[src/rtl/gbtx_frame_tx_if.sv]
// gbtx_frame_tx_if: DAQ word handshake between a producer and the GBTx frame transmitter.
//   in_word  : DAQ word (DW bits), driven by master
//   in_valid : word offered, driven by master
//   in_ready : word can be taken, driven by slave
interface gbtx_frame_tx_if #(parameter int DW = 19);
  logic [DW-1:0] in_word;
  logic          in_valid;
  logic          in_ready;
  modport master (output in_word, in_valid, input in_ready);
  modport slave  (input in_word, in_valid, output in_ready);
endinterface

[src/rtl/gbtx_frame_tx.sv]
// gbtx_frame_tx: buffers DAQ words in a FIFO and emits GBTx e-link DDR half-frames.
//   clk, rst_n   : 160 MHz e-link clock, asynchronous active-low reset
//   daq          : DAQ word handshake (gbtx_frame_tx_if.slave)
//   gbt_txrdy    : GBTx transmitter ready (already synchronised)
//   el0, el1     : registered first/second half-frame lane data
//   dv           : registered data-valid, aligned with el0/el1
//   ovf_cnt      : dropped-word count (saturating), frame_cnt: data frames sent
//   state        : 0 WAIT, 1 ALIGN, 2 RUN
//   Macro GBTX_FRAME_TX_STATS_EN builds ovf_cnt/frame_cnt; otherwise both read 0.
module gbtx_frame_tx #(
  parameter int DW           = 19,
  parameter int LANES        = 14,
  parameter int DEPTH        = 16,
  parameter int IDLE_W       = 3,
  parameter int ALIGN_FRAMES = 8,
  parameter int DROP_ON_FULL = 0
) (
  input  logic              clk,
  input  logic              rst_n,
  gbtx_frame_tx_if.slave    daq,
  input  logic              gbt_txrdy,
  output logic [LANES-1:0]  el0,
  output logic [LANES-1:0]  el1,
  output logic              dv,
  output logic [15:0]       ovf_cnt,
  output logic [31:0]       frame_cnt,
  output logic [1:0]        state
);
  localparam int H  = (DW + 1) / 2;
  localparam int AW = $clog2(DEPTH);
  localparam int CW = $clog2(ALIGN_FRAMES + 1);
  localparam logic [1:0] S_WAIT = 2'd0, S_ALIGN = 2'd1, S_RUN = 2'd2;
  if (H + IDLE_W > LANES - 1) begin : g_bad_lanes
    $error("gbtx_frame_tx: H + IDLE_W must not exceed LANES-1");
  end
  if (DEPTH < 4 || (1 << AW) != DEPTH) begin : g_bad_depth
    $error("gbtx_frame_tx: DEPTH must be a power of 2 and at least 4");
  end
  logic [DW-1:0]    mem_q [DEPTH];
  logic [AW:0]      wptr_q, rptr_q;
  logic [1:0]       state_q, state_d;
  logic [CW-1:0]    acnt_q, acnt_d;
  logic [IDLE_W-1:0] idle_q;
  logic [LANES-1:0] el0_q, el1_q, el0_d, el1_d;
  logic             dv_q, empty, full, rd, wr;
  logic [DW-1:0]    rword;
  assign empty = wptr_q == rptr_q;
  assign full  = (wptr_q[AW-1:0] == rptr_q[AW-1:0]) && (wptr_q[AW] != rptr_q[AW]);
  assign daq.in_ready = rst_n && (DROP_ON_FULL != 0 || !full);
  assign rd    = state_q == S_RUN && !empty;
  // A read in the same cycle frees the slot, so a write while full is still taken
  assign wr    = daq.in_valid && daq.in_ready && (!full || rd);
  assign rword = mem_q[rptr_q[AW-1:0]];
  always_comb begin
    acnt_d  = !gbt_txrdy ? '0 : state_q == S_RUN ? acnt_q : acnt_q + 1'b1;
    // acnt_q counts ready cycles already seen; this cycle completes the run of ALIGN_FRAMES
    state_d = !gbt_txrdy ? S_WAIT :
              (state_q == S_RUN || acnt_q == CW'(ALIGN_FRAMES - 1)) ? S_RUN : S_ALIGN;
    el0_d = '0;
    el1_d = '0;
    el0_d[LANES-1]     = 1'b1;
    el0_d[H +: IDLE_W] = idle_q;
    el1_d[H +: IDLE_W] = idle_q;
    el0_d[H-1:0]       = rd ? rword[H-1:0] : '0;
    el1_d[DW-H-1:0]    = rd ? rword[DW-1:H] : '0;
  end
  always_ff @(posedge clk) begin
    if (wr) mem_q[wptr_q[AW-1:0]] <= daq.in_word;
  end
  always_ff @(posedge clk or negedge rst_n) begin
    if (!rst_n) begin
      wptr_q  <= '0;
      rptr_q  <= '0;
      state_q <= S_WAIT;
      acnt_q  <= '0;
      idle_q  <= '0;
      el0_q   <= '0;
      el1_q   <= '0;
      dv_q    <= 1'b0;
    end else begin
      wptr_q  <= wptr_q + (AW+1)'(wr);
      rptr_q  <= rptr_q + (AW+1)'(rd);
      state_q <= state_d;
      acnt_q  <= acnt_d;
      idle_q  <= idle_q + 1'b1;
      el0_q   <= el0_d;
      el1_q   <= el1_d;
      dv_q    <= rd;
    end
  end
`ifdef GBTX_FRAME_TX_STATS_EN
  logic        drop;
  logic [15:0] ovf_q;
  logic [31:0] frame_q;
  assign drop = daq.in_valid && daq.in_ready && full && !rd;
  always_ff @(posedge clk or negedge rst_n) begin
    if (!rst_n) begin
      ovf_q   <= '0;
      frame_q <= '0;
    end else begin
      if (drop && ovf_q != 16'hFFFF) ovf_q <= ovf_q + 1'b1;
      frame_q <= frame_q + 32'(rd);
    end
  end
  assign ovf_cnt   = ovf_q;
  assign frame_cnt = frame_q;
`else
  assign ovf_cnt   = '0;
  assign frame_cnt = '0;
`endif
  assign el0   = el0_q;
  assign el1   = el1_q;
  assign dv    = dv_q;
  assign state = state_q;
endmodule
[src/flat_wrapper.sv]
// flat-port wrapper written by rule: the top's interface ports become plain ports
module gbtx_frame_tx_flat 
#(
  parameter int DW           = 19,
  parameter int LANES        = 14,
  parameter int DEPTH        = 16,
  parameter int IDLE_W       = 3,
  parameter int ALIGN_FRAMES = 8,
  parameter int DROP_ON_FULL = 0
)
  (clk, rst_n, gbt_txrdy, el0, el1, dv, ovf_cnt, frame_cnt, state, daq_in_word, daq_in_valid, daq_in_ready);
  gbtx_frame_tx_if #(.DW(DW)) daq_i ();
  input  logic clk;
  input  logic rst_n;
  input  logic gbt_txrdy;
  output logic [LANES-1:0] el0;
  output logic [LANES-1:0] el1;
  output logic dv;
  output logic [15:0] ovf_cnt;
  output logic [31:0] frame_cnt;
  output logic [1:0] state;
  input wire logic [$bits(daq_i.in_word)-1:0] daq_in_word;
  input wire logic [$bits(daq_i.in_valid)-1:0] daq_in_valid;
  output wire logic [$bits(daq_i.in_ready)-1:0] daq_in_ready;
  assign daq_i.in_word = daq_in_word;
  assign daq_i.in_valid = daq_in_valid;
  assign daq_in_ready = daq_i.in_ready;
  gbtx_frame_tx #(.DW(DW), .LANES(LANES), .DEPTH(DEPTH), .IDLE_W(IDLE_W), .ALIGN_FRAMES(ALIGN_FRAMES), .DROP_ON_FULL(DROP_ON_FULL)) u_core (.clk(clk), .rst_n(rst_n), .daq(daq_i), .gbt_txrdy(gbt_txrdy), .el0(el0), .el1(el1), .dv(dv), .ovf_cnt(ovf_cnt), .frame_cnt(frame_cnt), .state(state));
endmodule
[config.mk]
export PLATFORM = sky130hd
export DESIGN_NAME = gbtx_frame_tx_flat
export DESIGN_NICKNAME = d
export VERILOG_FILES = /design/src/rtl/gbtx_frame_tx_if.sv /design/src/rtl/gbtx_frame_tx.sv /design/src/flat_wrapper.sv
export SDC_FILE = /design/constraint.sdc
export NUM_CORES = 1
export LEC_CHECK = 0
export CELL_PAD_IN_SITES_DETAIL_PLACEMENT = 0
export CELL_PAD_IN_SITES_GLOBAL_PLACEMENT = 1
export CORE_ASPECT_RATIO = 2
export CORE_UTILIZATION = 43
export DETAILED_ROUTE_END_ITERATION = 7
export DONT_BUFFER_PORTS = 1
export PLACE_DENSITY_LB_ADDON = 0.1
export SYNTH_ARGS = -nofsm -noshare
export SYNTH_HDL_FRONTEND = slang
export SYNTH_SLANG_ARGS = --single-unit
[constraint.sdc]
create_clock -name clk -period 10.5 [get_ports clk]
set_input_delay 0.525 -clock clk [delete_from_list [all_inputs] [get_ports clk]]
set_output_delay 0.525 -clock clk [all_outputs]
set_load 0.05 [all_outputs]
==> qor.yml, run 1 <==
status: "completed"
worstHoldStart: "daq_in_word[2]"
post_cts_resized: 0
ys_top_cells_by_count: "edfxtp_1, mux4_2, buf_4"
switchingPower_w: 0.000703
ys_warn_count: 0
setup_tns_ns: 0
power_density_mw_per_mm2: 203
layout-drive-gt1-share: 0.248
slew_viol_final: 0
cts_tree: "done"
grt_pass1_vias: 6453
met1Wirelength_um: 10900
worst_path_largest_cell_delay_ns: 0.92
dieArea_mm2: 0.0320
cts-root-buf: "clkbuf_16"
numPortBuffers: 0
syn_to_final_growth_pct: 9.56
synth_edf_count: 304
core_area_mm2: 0.0307
antenna_found_initial: 0
min_to: "u_core.mem_q[4][2]"
crit_family: "flip-flops"
regToRegStartpoint: "u_core.rptr_q[0]"
rsz0062_at_grt: "false"
yosysSeqAreaShare: 0.759
dr_total_vias: 5976
cts_buffer_depth: 3
drv_cap: 0
nets: 694
power_leakage_nw: 4.82
die_x_um: 127
avgViaCountPerCell: 5.63
crit_fanout: 37
max_freq_ghz: 0.340
finalCriticalPeriod_ns: 2.94
clk_pin_slew_ns: 0.07
grt_pass1_wl_um: 45000
wl_met3_um: 1730
critical_path.startpoint_type: "register"
clk_latency_ns: 0.56
setup-violations-final: 0
postCtsSetupBuffers: 0
place.gp.congestion: 0.703
synth_area_leaders: "edfxtp_1, mux4_2, dfrtp_1"
synth-main-ff-cell: "edfxtp_1"
power_frac_comb: 0.086
switching_share: 0.236
clock_skew_ns: 0.0134
seqPwrFrac: 0.548
start_util: 0.437
antenna_cells: 0
totalWireLength_um: 30400
track_usage: 0.200
fp.dieH_um: 252
hpwl_um: 17100
total_power_w: 0.00298
synth.most_common_cell: "edfxtp_1"
hold_violations: 0
vdd_drop_max_uv: 153
nFillCells: 2543
r2r_slack_ns: 7.59
ys_types: 36
std_cell_rows: 91
synth.avg_cell_area_um2: 20.8
h-tree-depth: 1
cp_slowest_cell: "dfrtp_4"
synth_top_area_share: 0.679
route.top_layer_used: "met4"
path_class: "reg2out"
worstPathCellList: "xnor2_2 > nand4_2 > nand2b_1 > and2_1"
cp.arrival_ns: 2.41
syn_inst: 645
relSlewSlack: 0.414
endpoint_kind: "primary output"
fin_util: 0.479
path_buf_inv: 0
grt_start_max_net_pins: 44
rr_worst_depth: 4
synthArstFlopShare: 0.124
drtIter0Drc: 428
synth-seq-cells: 347
period_share: 0.280
dr_wl_met2_um: 17100
yosysTopAreaCell: "edfxtp_1"
dr.pass1.iters: 4
timing.rr.end: "u_core.el1[6]"
min_path_type: "in2reg"
min_path_cells: 0
cp_data_required_time_ns: 9.98
num_io_pins: 103
p_int_w: 0.00228
wl_per_cell_um: 28.6
pwr-share-clk: 0.367
netlist_area_mm2: 0.0134
cts_buffers: 31
ant_nets: 0
tightest_slew_ns: 0.878
drc: 0
clock-sinks: 347
grt_remaining_overflow: 0
power by group through the flow:
stage	sequential [W]	combinational [W]	clock (W)
after floorplan	0.00163	0.000240	0
after global placement	0.00166	0.000252	0
after detailed placement	0.00166	0.000256	0
after CTS	0.00163	0.000262	0.00112
after global routing	0.00164	0.000274	0.00117
final	0.00163	0.000256	0.00109
logic make-up (layout without fill, tap and decap cells):
| kind of cell | Yosys count | in the layout | share of synthesized area |
|---|---|---|---|
| xor+xnor | 15 | 15 | 0.0103 |
| buf+inv | 91 | 87 | 0.0471 |
| compound gates | 61 | 61 | 0.0318 |
| other cells | 2 | 51 | 0.000559 |
| mux | 77 | 77 | 0.128 |
| flops | 347 | 347 | 0.759 |
| fa+ha+maj | 6 | 6 | 0.00558 |
| simple gates | 46 | 46 | 0.0176 |
sequential cells by signal, summed over array words and instances (netlist names):
name / cells
u_core.idle_q: 3
u_core.acnt_q: 4
u_core.dv: 1
u_core.rptr_q: 5
u_core.wptr_q: 5
u_core.el0: 14
u_core.state: 2
u_core.mem_q: 304
u_core.el1: 9
layout by cell type (no fill, tap or decap), drive strengths merged, types with 3 or more instances in the layout:
master  netlist  layout
edfxtp      304     304
conb          2      51
and2          3       3
xor2          5       5
xnor2        10      10
nor3          4       4
buf          72      23
inv           5       7
ha            6       6
dfrtp        43      43
mux4         76      76
nand2b        3       3
clkinv        0       6
a21oi        19      19
clkbuf       14      49
a22oi        38      38
nand2         5       5
nand3         4       4
nor2         17      17
layer usage:
layer | vias to the layer above | global-route usage
met1 | 3235 | 0.233
met3 | 39 | 0.0337
met4 | 0 | 0.0639
met5 | - | 0
met2 | 173 | 0.369
li1 | 2529 | -
repair_timing:
action | in CTS | in global routing
hold endpoints to repair | 43 | 0
endpoints found under the setup margin | 0 | 0
hold buffers | 2 | 0
metrics by stage:
step | hold WS [ns] | instance area, um2 | setup slack, ns | std cells
4_1_cts | 0.0206 | 14700 | 7.44 | 1062
6_report | 0.0498 | 14700 | 7.56 | 1062
3_5_place_dp | 0.231 | 13700 | 7.44 | 1002
3_3_place_gp | 0.231 | 13700 | 7.47 | 1002
2_1_floorplan | 0.229 | 13600 | 7.09 | 694
5_1_grt | 0.0200 | 14700 | 7.28 | 1062
area by class of cell:
cell class	count	area (um2)	share of cell area
clock buffers	49	893	0.0606
repair buffers	24	203	0.0138
multi-input cells	256	2860	0.194
inverters	5	18.8	0.00127
clock inverters	9	75.1	0.00510
flip-flops and latches	347	10200	0.693
well taps	372	465	0.0316
worst max-delay path by stage:
| stage | from | end | slack (ns) | depth (start not counted) |
|---|---|---|---|---|
| detailed placement | u_core.rptr_q[0] | u_core.el1[0] | 7.44 | 4 |
| global placement | u_core.rptr_q[0] | u_core.el1[6] | 7.47 | 4 |
| finish | u_core.rptr_q[0] | daq_in_ready | 7.56 | 4 |
| floorplan | u_core.rptr_q[0] | u_core.mem_q[0][0] | 7.09 | 6 |
| global route | u_core.rptr_q[0] | u_core.el1[0] | 7.28 | 4 |
| CTS | u_core.rptr_q[0] | u_core.el1[6] | 7.44 | 4 |
Power figures use the tool's default switching activity.
==> inputs of run 2 (changes only) <==
Clock period 10.5 ns to 2.7 ns, I/O delays scaled along.
==> run 2 against run 1 <==
Via count up 1.9%. Flip-flop and latch count unchanged. Sequential power rose to 3.8 times the previous value. Register-to-register slack worse by 7.3 ns. Sequential share of layout area down 1.7 points.
==> qor.yml, run 2 (synthesized netlist as in run 1, its figures left out) <==
status: "completed"
drc: 0  # unchanged
syn_to_final_growth_pct: 12.4
crit_fanout: 19  # -49%
path_class: "reg2reg"
wl_per_cell_um: 27.5  # -3.9%
seqPwrFrac: 0.535  # -0.013
clock_skew_ns: 0.0128  # -0.000639 ns
relSlewSlack: 0.419  # +0.00461
switching_share: 0.240  # +0.00447
rsz0062_at_grt: "false"
min_path_type: "in2reg"
setup_tns_ns: 0  # unchanged
totalWireLength_um: 30100  # -0.95%
pwr-share-clk: 0.355  # -0.012
layout.cells.non_filler: 1095  # +3.1%
route.top_layer_used: "met4"
cts_tree: "done"
finalCriticalPeriod_ns: 2.37
h-tree-depth: 1  # unchanged
avgViaCountPerCell: 5.56  # -1.1%
switchingPower_w: 0.00281  # +300%
clk_pin_slew_ns: 0.07  # about the same
drtIter0Drc: 466  # +8.9%
crit_family: "flip-flops"
cp.arrival_ns: 2.61  # +0.20 ns
path_buf_inv: 1  # +1
dr.pass1.iters: 4  # unchanged
post_cts_resized: 0  # unchanged
endpoint_kind: "register"
max_freq_ghz: 0.421
grt_start_max_net_pins: 79  # +80%
fp.dieH_um: 252  # unchanged
tightest_slew_ns: 0.872  # -0.00632 ns
num_io_pins: 103  # unchanged
wl_met3_um: 1310  # -24%
grt_pass1_wl_um: 43800  # -2.8%
grt_pass1_vias: 6598  # +2.2%
critical_path.startpoint_type: "register"
nets: 727  # +4.8%
cts_buffer_depth: 3  # unchanged
r2r_slack_ns: 0.33  # -7.26 ns
core_area_mm2: 0.0307  # unchanged
hpwl_um: 17800  # +4.4%
cts_buffers: 30  # -3.2%
worst_path_largest_cell_delay_ns: 0.67  # -0.25 ns
ant_nets: 0  # unchanged
hold_violations: 0  # unchanged
cp_slowest_cell: "dfrtp_1"
std_cell_rows: 91  # unchanged
die_x_um: 127  # unchanged
vdd_drop_max_uv: 763  # +400%
slew_viol_final: 0  # unchanged
hold_slack_ns: 0.0342  # -0.0156 ns
largest_reg_flops: 304  # unchanged
nFillCells: 2534  # -0.35%
multiInputGateArea_mm2: 0.00290  # +1.3%
seq_area_mm2: 0.0102  # unchanged
antenna_found_initial: 2  # +2
place.gp.congestion: 0.746  # +6.1%
setup-violations-final: 0  # unchanged
total_power_w: 0.0117  # +290%
p_int_w: 0.00888  # +290%
power_frac_comb: 0.110  # +0.024
power_leakage_nw: 4.99  # +3.5%
start_util: 0.437  # unchanged
numPortBuffers: 0  # unchanged
dr_total_vias: 6091  # +1.9%
period_share: 0.879
fin_util: 0.491  # +0.0123
layout_common_cells: "edfxtp_1, mux4_2, conb_1"
worstPathCellList: "xnor2_1 > nand4_2 > o2111ai_2 > nor4_4 > buf_4"
grt_remaining_overflow: 0  # unchanged
clk_latency_ns: 0.58  # +0.02 ns
track_usage: 0.195  # -0.00438
clock-sinks: 347  # unchanged
final_common_cell: "edfxtp_1"
power_density_mw_per_mm2: 774  # +280%
met1Wirelength_um: 11100  # +1.2%
placed_cells: 1015  # +1.3%
dieArea_mm2: 0.0320  # unchanged
cts-root-buf: "clkbuf_16"
cp_data_required_time_ns: 2.93  # -7.05 ns
dr_wl_met2_um: 16700  # -2.2%
drv_cap: 0  # unchanged
layout-drive-gt1-share: 0.245  # -0.00233
-- run 2: through the flow --
stage	setup WS, ns	area (um2)
after global placement	0.377	13900
after detailed placement	0.306	13900
final	0.326	15100
after floorplan	0.0525	13700
after global routing	0.150	15100
after CTS	0.292	15100
-- run 2: cell type report --
cell class	count	area share
inverter	5	0.00124
timing repair buffer	58	0.0379
antenna	2	0.000331
multi-input combinational	256	0.192
clock buffer	44	0.0545
sequential	347	0.676
tap	372	0.0308
clock inverter	11	0.00737
-- run 2: layer usage --
layer  vias up  global-route usage
li1       2599                   -
met1      3244               0.222
met2       187               0.364
met3        61              0.0274
met4         0              0.0779
met5         -                   0
-- run 2: path summary, 6_finish.rpt --
path | depth (start not counted) | end | startpoint
min in group asynchronous | 2 | u_core.el1[2] | rst_n
min | 2 | u_core.mem_q[11][13] | daq_in_valid
max reg2reg | 5 | u_core.mem_q[0][18] | u_core.wptr_q[3]
max | 5 | u_core.mem_q[0][18] | u_core.wptr_q[3]
max in group asynchronous | 2 | u_core.rptr_q[0] | rst_n
min reg2reg | 0 | u_core.el0[12] | u_core.idle_q[2]
-- run 2: repair_timing --
action | CTS | global route
buffers inserted | 0 | 0
hold buffers | 23 | 0
setup endpoints to repair | 0 | 0
hold endpoints to repair | 354 | 0
-- run 2: power by group through the flow --
stage / Clock (W) / Combinational (W) / Sequential, W
finish: 0.00415 / 0.00128 / 0.00625
detailed placement: 0 / 0.00119 / 0.00637
global route: 0.00441 / 0.00138 / 0.00627
CTS: 0.00427 / 0.00131 / 0.00625
global placement: 0 / 0.00118 / 0.00636
floorplan: 0 / 0.000955 / 0.00632
